$ cat src/rtl/chram_wr_arbiter.sv
// Character-RAM write arbiter: round-robin burst ownership among three requesters.
// Optional vertical-blank write gating is enabled with the CHRAM_VBLANK_GATE_EN macro.
module chram_wr_arbiter #(
    parameter int         NREQ      = 3,
    parameter int         MAX_BURST = 16,
    parameter logic [9:0] VBL_LINE  = 10'd480
) (
    input  logic                i_clk,
    input  logic                reset_n,
    input  logic [9:0]          vcnt,
    input  logic [NREQ-1:0]     req,
    input  logic [NREQ-1:0]     last,
    input  logic [11*NREQ-1:0]  addr,
    input  logic [8*NREQ-1:0]   data,
    output logic [NREQ-1:0]     gnt,
    output logic                wr_ena,
    output logic [10:0]         wr_addr,
    output logic [7:0]          wr_data,
    output logic                busy,
    output logic [1:0]          dbg_state
);

    localparam int PW = (NREQ > 1) ? $clog2(NREQ) : 1;
    localparam int BW = $clog2(MAX_BURST + 1);

    typedef enum logic [1:0] {
        IDLE  = 2'd0,
        BURST = 2'd1,
        HOLD  = 2'd2
    } state_e;

    state_e          state_q, state_d;
    logic [PW-1:0]   owner_q, owner_d;
    logic [PW-1:0]   rr_ptr_q, rr_ptr_d;
    logic [BW-1:0]   beat_q, beat_d;
    logic [2:0]      hold_q, hold_d;
    logic            wr_ena_q;
    logic [10:0]     wr_addr_q;
    logic [7:0]      wr_data_q;

    logic [NREQ-1:0] gnt_c;
    logic [PW-1:0]   win;
    logic            found;
    logic            permit;
    logic [10:0]     sel_addr;
    logic [7:0]      sel_data;

`ifdef CHRAM_VBLANK_GATE_EN
    assign permit = (vcnt >= VBL_LINE);
`else
    logic unused_vcnt;
    assign permit      = 1'b1;
    assign unused_vcnt = ^{vcnt, VBL_LINE};
`endif

    function automatic logic [PW-1:0] next_of(input logic [PW-1:0] o);
        if (int'(o) == NREQ - 1) return '0;
        return o + PW'(1);
    endfunction

    // Handshake: a requester holds req/addr/data/last stable until it sees its gnt
    // bit; gnt is the combinational accept and the write follows one cycle later.
    always_comb begin
        state_d  = state_q;
        owner_d  = owner_q;
        rr_ptr_d = rr_ptr_q;
        beat_d   = beat_q;
        hold_d   = hold_q;
        gnt_c    = '0;
        win      = rr_ptr_q;
        found    = 1'b0;

        for (int k = 0; k < NREQ; k++) begin
            if (!found && req[(int'(rr_ptr_q) + k) % NREQ]) begin
                found = 1'b1;
                win   = PW'((int'(rr_ptr_q) + k) % NREQ);
            end
        end

        case (state_q)
            IDLE: begin
                if (permit && found) begin
                    gnt_c[win] = 1'b1;
                    if (last[win] || MAX_BURST <= 1) begin
                        rr_ptr_d = next_of(win);
                    end else begin
                        state_d = BURST;
                        owner_d = win;
                        beat_d  = BW'(1);
                    end
                end
            end
            BURST, HOLD: begin
                // With permit low the burst is frozen: no beats, no HOLD timeout.
                if (permit) begin
                    if (req[owner_q]) begin
                        gnt_c[owner_q] = 1'b1;
                        hold_d         = '0;
                        if (last[owner_q] || (beat_q + BW'(1)) == BW'(MAX_BURST)) begin
                            state_d  = IDLE;
                            rr_ptr_d = next_of(owner_q);
                            beat_d   = '0;
                        end else begin
                            state_d = BURST;
                            beat_d  = beat_q + BW'(1);
                        end
                    end else if (state_q == BURST) begin
                        state_d = HOLD;
                        hold_d  = '0;
                    end else if (hold_q == 3'd3) begin
                        state_d  = IDLE;
                        rr_ptr_d = next_of(owner_q);
                        beat_d   = '0;
                        hold_d   = '0;
                    end else begin
                        hold_d = hold_q + 3'd1;
                    end
                end
            end
            default: state_d = IDLE;
        endcase
    end

    always_comb begin
        sel_addr = '0;
        sel_data = '0;
        for (int i = 0; i < NREQ; i++) begin
            if (gnt_c[i]) begin
                sel_addr = addr[11*i +: 11];
                sel_data = data[8*i +: 8];
            end
        end
    end

    always_ff @(posedge i_clk or negedge reset_n) begin
        if (!reset_n) begin
            state_q   <= IDLE;
            owner_q   <= '0;
            rr_ptr_q  <= '0;
            beat_q    <= '0;
            hold_q    <= '0;
            wr_ena_q  <= 1'b0;
            wr_addr_q <= '0;
            wr_data_q <= '0;
        end else begin
            state_q  <= state_d;
            owner_q  <= owner_d;
            rr_ptr_q <= rr_ptr_d;
            beat_q   <= beat_d;
            hold_q   <= hold_d;
            wr_ena_q <= |gnt_c;
            if (|gnt_c) begin
                wr_addr_q <= sel_addr;
                wr_data_q <= sel_data;
            end
        end
    end

    // Gating with reset keeps gnt low while reset is held even if req is high.
    assign gnt       = gnt_c & {NREQ{reset_n}};
    assign wr_ena    = wr_ena_q;
    assign wr_addr   = wr_addr_q;
    assign wr_data   = wr_data_q;
    assign busy      = (state_q != IDLE);
    assign dbg_state = state_q;

endmodule

$ cat config.mk
export PLATFORM = sky130hd
export DESIGN_NAME = chram_wr_arbiter
export DESIGN_NICKNAME = d
export VERILOG_FILES = /design/src/rtl/chram_wr_arbiter.sv
export SDC_FILE = /design/constraint.sdc
export NUM_CORES = 1
export LEC_CHECK = 0
export CAP_MARGIN = 10
export CORE_MARGIN = 10
export CORE_UTILIZATION = 30
export DETAILED_ROUTE_END_ITERATION = 8
export HOLD_SLACK_MARGIN = 0.08
export SLEW_MARGIN = 20
export SYNTH_ARGS = -nofsm -noshare
export SYNTH_HDL_FRONTEND = slang
export SYNTH_SLANG_ARGS = --single-unit
$ cat constraint.sdc
create_clock -name i_clk -period 3 [get_ports i_clk]
set_clock_uncertainty 0.2 [all_clocks]
set_input_delay 0.6 -clock i_clk [delete_from_list [all_inputs] [get_ports i_clk]]
set_output_delay 0.6 -clock i_clk [all_outputs]
set_load 0.005 [all_outputs]
==> results.toml, run 1 <==
[placed_design]
hpwl_microns = 8610
io_buffers = 90
dpl_cell_area_sq_um = 4470
gp_congestion = 0.954

[layout]
postLayoutCellArea_sq_um = 4790
nNetsFinal = 596
drive_above_1_share_pct = 25.7
n_antenna_cell = 0
num-fill-cells = 926
area_growth_pct = 60.4

[sta]
period_minus_slack_ns = 3.36
maxSlewViolCount = 0
rsz0062_at_grt = "yes"
setup-tns-final_ns = -0.951
timing.hold.ws_ns = 0.288
setup_ws_ns = -0.360
final_hold_viol_count = 0
max_freq_mhz = 298
finalSetupViolations = 5
maxSlewHeadroom_pct = 62.0
worstMarginPinSlew_ns = 0.568
post-route-period-util_pct = 112

[floorplanning]
num_io_pins = 101
core_sq_um = 9730
die_y_microns = 120
die-area_sq_um = 14400
row_count = 36
die_w_microns = 120
initial_core_util_pct = 30.7

[route]
top_layer_used = "met4"
drt_iter0_markers = 282
drc = 0
dr_wl_met2_microns = 5420
via_per_inst = 5.29
drtPass1Iterations = 5
antenna_left = 0
num_vias = 3418
met1Wirelength_microns = 4860
routed_wl_microns = 11200
wl_met3_microns = 579
wl_per_cell_microns = 17.3

[run_status]
violations = "negative setup slack"
status = "finished with violations"

[cts]
cts_tree = "done"
cts.clk_slew.worst_paths_ns = 0.08
clock_latency_ns = 0.30
clk_path_buf_depth = 2
clock-root-buffer = "clkbuf_8"
cts_sinks = 34
cts_max_level = 2
cts_inserted_buffers = 5

[power]
power.density_nw_per_um2 = 1390
power.internal_w = 0.00354
p_switching_w = 0.00313
comb_power_share_pct = 79.7
sw_frac_of_total_pct = 46.9
ir_drop_mv = 0.615
seqPwrFrac_pct = 12.2
leakage_nw = 1.95
clockPowerShare_pct = 8.0

[yosys]
seq_area_frac_synth_pct = 28.5
yosysTopAreaCell = "dfrtp_1"
synth_cell_type_count = 52
ys_warn_count = 0
synthTopCellsByArea = "dfrtp_1 28%, nand3_1 7.5%, o211ai_1 6.5%"
synth-async-reset-ratio_pct = 100
yosys_register_bits = 34
synthesis.nets = 457
synth_top_cell_area_share_pct = 28.5
syn_area_per_cell_sq_um = 8.01
synth-edff-count = 0
synth_ff_type = "dfrtp_1"
syn_inst = 373
synthesis.area_sq_um = 2990

[grt]
grt_pass1_wl_microns = 17900
overflow = 0
antenna_found_initial = 0
grt_pass1_vias = 3406
grt_max_degree = 39
grt_usage_pct = 15.0

[worst_setup_path]
ff2ff_path_depth = 12
crit_type = "flop to output port"
cp-end-kind = "output port"
cp.required_ns = 2.20
cp-start-kind = "flop"
cp.arrival_ns = 2.56
path_max_fanout = 4

[job]
maxCapViolations = 0

[min_path]
hold_path.class = "flop to flop"
holdPathStages = 1
-- logic make-up after synthesis --
family / synth area share (%)
AND/OR/NAND/NOR: 26.9
AO/OA/AOI/OAI: 30.3
buffers and inverters: 6.03
flip-flops: 28.5
multiplexers: 4.48
adder cells (fa/ha/maj): 3.77
-- area by class of cell --
type,count,area (sq um),area share (%)
Timing Repair Buffer,162,1490,31.0
Inverter,9,33.8,0.705
Clock inverter,3,68.8,1.44
Clock buffer,5,68.8,1.44
Tap cell,133,166,3.47
Multi-Input combinational cell,300,2120,44.2
Sequential cell,34,852,17.8
-- critical path: stages (launching register included) --
cell and delay [ns]:
dfrtp_2 0.45, ha_4 0.29, buf_6 0.11, nand2_2 0.05
o221a_1 0.29, o21a_4 0.22, a211o_1 0.28, a31o_1 0.24
and3b_1 0.21, buf_2 0.14
-- power groups by stage --
stage	combinational [W]	sequential, W	clock, W
6_report	0.00532	0.000816	0.000536
5_1_grt	0.00576	0.000838	0.000567
4_1_cts	0.00517	0.000817	0.000550
3_5_place_dp	0.00489	0.000818	0
3_3_place_gp	0.00484	0.000815	0
2_1_floorplan	0.00298	0.000778	0
-- routing by layer --
layer / vias up / GRT usage (%)
li1: 1678 / -
met1: 1590 / 19.0
met2: 126 / 24.8
met3: 24 / 3.14
met4: 0 / 5.43
met5: - / 0
-- flip-flops by register name, indices dropped and copies added (netlist names) --
signal / flops
beat_q: 5
dbg_state: 2
hold_q: 3
owner_q: 2
rr_ptr_q: 2
wr_addr: 11
wr_data: 8
wr_ena: 1
-- synthesized netlist by cell type (all sizes together), types with 2 or more instances --
library cell,instances
nor2b,8
o211a,3
nand3,45
o31ai,3
and3,4
mux2i,10
a211o,3
clkbuf,19
o21ai,11
nor2,15
nor3b,2
ha,9
nor4,19
buf,11
inv,9
nand3b,3
a21oi,30
and2,2
mux2,3
dfrtp,34
nand2,51
a21boi,2
nor3,4
o21a,3
o211ai,26
nand2b,3
a211oi,23
a31oi,2
-- worst paths after layout --
kind / start / end / slack (ns)
worst max-delay path: rr_ptr_q[1] / gnt[1] / -0.36
worst min-delay path: hold_q[0] / hold_q[0] / 0.29
worst max register to register: rr_ptr_q[1] / rr_ptr_q[1] / -0.04
worst min register to register: hold_q[0] / hold_q[0] / 0.29
max in group asynchronous: reset_n / hold_q[1] / 1.63
min in group asynchronous: reset_n / rr_ptr_q[0] / 0.47
-- cell usage in the layout, fill, tap and decap left out, types with 6 or more instances in the layout --
| master | synthesis | layout |
|---|---|---|
| dfrtp_1 | 34 | 33 |
| nand3_1 | 45 | 45 |
| a21oi_1 | 30 | 26 |
| a211oi_1 | 8 | 7 |
| nor4_1 | 19 | 19 |
| nor2_1 | 15 | 14 |
| buf_6 | 2 | 6 |
| mux2i_1 | 10 | 10 |
| nor2b_1 | 8 | 7 |
| ha_1 | 9 | 6 |
| nand2_1 | 51 | 50 |
| clkdlybuf4s50_1 | 0 | 83 |
| o211ai_1 | 26 | 26 |
| a211oi_2 | 13 | 13 |
| inv_1 | 9 | 6 |
| buf_4 | 3 | 64 |
-- metrics by stage --
step	cells	power, W	util (%)	setup slack, ns
6_report	646	0.00667	49.3	-0.360
5_1_grt	646	0.00716	49.3	-0.437
4_1_cts	646	0.00654	48.8	-0.340
3_5_place_dp	631	0.00571	45.9	-0.843
3_3_place_gp	631	0.00565	45.9	-0.727
2_1_floorplan	373	0.00376	-	0.00210
-- repair_timing --
item | 4_1_cts | 5_1_grt
pin swaps | 13 | 13
hold buffers | 1 | 0
buffers inserted | 6 | 0
endpoints found under the hold margin | 5 | 0
gates resized for setup | 39 | 8
setup endpoints to repair | 32 | 33
Power figures use the tool's default switching activity.
==> run 2, diff against run 1 <==
Settings changed: CAP_MARGIN 10 to 25, PLACE_DENSITY_LB_ADDON set to 0.08.
==> results.toml, run 2 (synthesis results as in run 1) <==
[grt]
grt_usage_pct = 15.8
grt_pass1_vias = 3589
grt_pass1_wl_microns = 18800
overflow = 0
grt_max_degree = 39
antenna_found_initial = 0

[cts]
cts.clk_slew.worst_paths_ns = 0.08
cts_sinks = 34
clk_path_buf_depth = 2
cts_max_level = 2
cts_inserted_buffers = 5
clock_latency_ns = 0.29
cts_tree = "done"
clock-root-buffer = "clkbuf_8"

[layout]
n_antenna_cell = 0
nNetsFinal = 614
stdcell_count = 664
final_cell_mix = "83 x clkdlybuf4s50_1, 71 x buf_4, 50 x nand2_1"
final_common_cell = "clkdlybuf4s50_1"
drive_above_1_share_pct = 30.3
num-fill-cells = 931
area_growth_pct = 70.3
largest_register_ffs = 11

[worst_setup_path]
crit_type = "flop to output port"
regToRegStartpoint = "rr_ptr_q[1]"
startpoint = "rr_ptr_q[1]"
cp-start-kind = "flop"
cp.arrival_ns = 2.52
cp-end-kind = "output port"
path_max_fanout = 5
cp.required_ns = 2.20

[power]
leakage_nw = 2.07
ir_drop_mv = 0.816
power.density_nw_per_um2 = 1470

[sta]
finalSetupViolations = 22
maxSlewViolCount = 0
final_hold_viol_count = 0
max_freq_mhz = 301
setup-tns-final_ns = -1.65
post-route-period-util_pct = 111
setup_ws_ns = -0.319
maxSlewHeadroom_pct = 74.6
rsz0062_at_grt = "yes"
worstMarginPinSlew_ns = 0.380
period_minus_slack_ns = 3.32

[placed_design]
hpwl_microns = 8580
dp_slack_ns = -0.676
dp_cells = 636
io_buffers = 90
gp_congestion = 0.918

[floorplanning]
die-area_sq_um = 14400
row_count = 36
die_y_microns = 120
die_w_microns = 120
core_sq_um = 9730
num_io_pins = 101
initial_core_util_pct = 30.7

[run_status]
violations = "negative setup slack"
status = "finished with violations"

[route]
drtPass1Iterations = 4
routed_wl_microns = 12000
drc = 0
num_vias = 3483
wl_per_cell_microns = 18.0
via_per_inst = 5.25
drt_iter0_markers = 183
antenna_left = 0

[min_path]
hp-start = "hold_q[0]"
hold_path.class = "flop to flop"

[job]
maxCapViolations = 0
## run 2: worst paths after layout
| check | end | slack, ns | depth (start not counted) |
|---|---|---|---|
| setup / recovery | gnt[1] | -0.32 | 10 |
| hold / removal | hold_q[0] | 0.29 | 1 |
| setup reg to reg | wr_addr[3] | -0.07 | 15 |
| hold reg to reg | hold_q[0] | 0.29 | 1 |
| max in group asynchronous | wr_data[0] | 1.49 | 3 |
| min in group asynchronous | wr_data[3] | 0.52 | 2 |
## run 2: critical path, stage by stage (launching register included)
cell	delay [ns]
dfrtp_1	0.39
buf_4	0.16
inv_4	0.07
ha_4	0.16
mux2i_1	0.23
mux2i_1	0.12
o21a_4	0.23
a211o_1	0.27
a31o_1	0.25
and3b_1	0.21
buf_2	0.13
## run 2: per-layer routing
metal  vias up  part of all wire (%)  GRT usage, %
li1       1721                     -             -
met1      1648                    45          20.4
met2       103                    48          26.4
met3        11                   6.0          3.94
met4         0                  0.82          2.71
met5         -                     0             0
## run 2: cell type report
| type | instances | area (sq um) | area share (%) |
|---|---|---|---|
| clock buffer | 6 | 82.6 | 1.62 |
| inverter | 9 | 36.3 | 0.713 |
| multi-input combinational | 300 | 2230 | 43.9 |
| sequential | 34 | 851 | 16.7 |
| timing repair buffer | 180 | 1700 | 33.5 |
| tap | 133 | 166 | 3.27 |
| clock inverter | 2 | 12.5 | 0.246 |
## run 2: power breakdown
part           internal, W  switching, W  leakage, nW  total [W]
Clock             0.000185      0.000192       0.0472   0.000377
Sequential        0.000662      0.000129        0.441   0.000791
Combinational      0.00316       0.00317         1.58    0.00633
## run 2: stage by stage
| stage | total power [W] | util, % | instance area [sq um] | hold slack (ns) |
|---|---|---|---|---|
| 3_5_place_dp | 0.00596 | 46.4 | 4520 | 0.274 |
| 4_1_cts | 0.00672 | 49.3 | 4800 | 0.292 |
| 2_1_floorplan | 0.00376 | - | 3000 | 0.104 |
| 3_3_place_gp | 0.00595 | 46.4 | 4520 | 0.269 |
| 5_1_grt | 0.00804 | 52.3 | 5090 | 0.324 |
| 6_report | 0.00750 | 52.3 | 5090 | 0.286 |
## run 2: repair_timing
item | 4_1_cts | 5_1_grt
resized for setup | 42 | 41
endpoints found under the hold margin | 4 | 0
hold buffers | 1 | 0
setup endpoints to repair | 14 | 33
pin swaps | 10 | 26
setup buffers | 11 | 8
cloned | 0 | 1
==> run 3, diff against run 2 <==
Settings changed: GPL_ROUTABILITY_DRIVEN set to 0, SLEW_MARGIN 20 to 5.
==> results.toml, run 3 (synthesis results as in run 1) <==
[layout]
final_util_pct = 50.0
n_antenna_cell = 0
final_cell_mix = "83 x clkdlybuf4s50_1, 72 x buf_4, 51 x nand2_1"
largest_register_ffs = 11
final_common_cell = "clkdlybuf4s50_1"
multiInputGateArea_sq_um = 2090
num-fill-cells = 954
drive_above_1_share_pct = 26.6
seqCellArea_sq_um = 851
area_growth_pct = 62.9
nNetsFinal = 606

[run_status]
status = "finished with violations"
violations = "negative setup slack"

[sta]
period_minus_slack_ns = 3.25
finalSetupViolations = 3
maxSlewViolCount = 0
post-route-period-util_pct = 108
worstMarginPinSlew_ns = 0.369
maxSlewHeadroom_pct = 75.4
rsz0062_at_grt = "yes"
final_hold_viol_count = 0
max_freq_mhz = 308
setup_ws_ns = -0.248

[grt]
antenna_found_initial = 0
grt_util_met3_pct = 4.31
overflow = 0
grt_pass1_vias = 3518
grt_use_met1_pct = 20.6
grt_pass1_wl_microns = 18500
grt_max_degree = 39
grt.met2_usage_pct = 24.7
busiest_layer = "met2"
grt_usage_pct = 15.5

[cts]
clock-root-buffer = "clkbuf_8"
cts_max_level = 2
cts_tree = "done"
clk_path_buf_depth = 2
cts_sinks = 34
hold_buffers = 0
cts_inserted_buffers = 5
cts.clk_slew.worst_paths_ns = 0.08
clock_latency_ns = 0.29

[route]
wl_per_cell_microns = 17.6
antenna_left = 0
drtPass1Iterations = 5
drt_iter0_markers = 174
drc = 0
num_vias = 3426
via_per_inst = 5.22
routed_wl_microns = 11600

[power]
leakage_nw = 2.02
power.density_nw_per_um2 = 1450
ir_drop_mv = 0.586

[worst_setup_path]
cp-start-kind = "flop"
cp-end-kind = "output port"
cp.arrival_ns = 2.45
crit_type = "flop to output port"
path_max_fanout = 4
cp.required_ns = 2.20

[floorplanning]
num_io_pins = 101
die_y_microns = 120
row_count = 36
initial_core_util_pct = 30.7
core_sq_um = 9730
die_w_microns = 120
die-area_sq_um = 14400

[placed_design]
dp_slack_ns = -0.697
hpwl_microns = 8580
io_buffers = 90

[job]
maxCapViolations = 0

[min_path]
hold_path.class = "primary input to async pin"
## run 3: timing repair
| action | 4_1_cts | 5_1_grt |
|---|---|---|
| gates cloned | 0 | 2 |
| resized for setup | 36 | 6 |
| endpoints found under the setup margin | 14 | 32 |
| pin swaps | 12 | 6 |
| setup buffers | 4 | 5 |
## run 3: final timing paths
check,endpoint,start,cells after the start,slack [ns]
max in group asynchronous,owner_q[0],reset_n,2,2.18
max,gnt[1],rr_ptr_q[1],9,-0.25
min in group i_clk,hold_q[0],hold_q[0],1,0.28
max reg2reg,rr_ptr_q[1],rr_ptr_q[1],13,0.03
min,wr_addr[1],reset_n,2,0.15
min reg2reg,hold_q[0],hold_q[0],1,0.28
## run 3: stage by stage
stage	TNS [ns]	hold slack (ns)	instances	total power, W	instance area [sq um]
global placement	-7.18	0.269	638	0.00594	4520
global route	-1.26	0.140	656	0.00759	4870
detailed placement	-8.55	0.276	638	0.00596	4520
finish	-0.652	0.149	656	0.00707	4870
floorplan	0	0.104	373	0.00376	3000
CTS	-0.681	0.132	650	0.00672	4770
## run 3: area by class of cell
type / instances / area share, %
multi-input cells: 300 / 42.9
well taps: 133 / 3.42
clock inverters: 3 / 1.41
flip-flops and latches: 34 / 17.5
clock buffers: 5 / 1.41
inverters: 9 / 0.746
repair buffers: 172 / 32.7
## run 3: metal layers
layer  up-vias  part of all wire, %
li1       1702                    -
met1      1607                   45
met2       107                   47
met3        10                  7.1
met4         0                  1.0
met5         -                    0
## run 3: critical path: stages, from the launching register on
cell and delay [ns]:
dfrtp_1 0.42, buf_6 0.15, ha_4 0.17, mux2i_2 0.15
o221a_1 0.23, o21a_4 0.24, a211o_1 0.26, a31o_1 0.20
and3b_1 0.21, buf_2 0.14
## run 3: power by group
part / switching [W] / leakage [nW] / internal (W)
registers: 0.000126 / 0.441 / 0.000662
logic: 0.00295 / 1.51 / 0.00280
clock network: 0.000198 / 0.0683 / 0.000333
total: 0.00327 / 2.02 / 0.00380
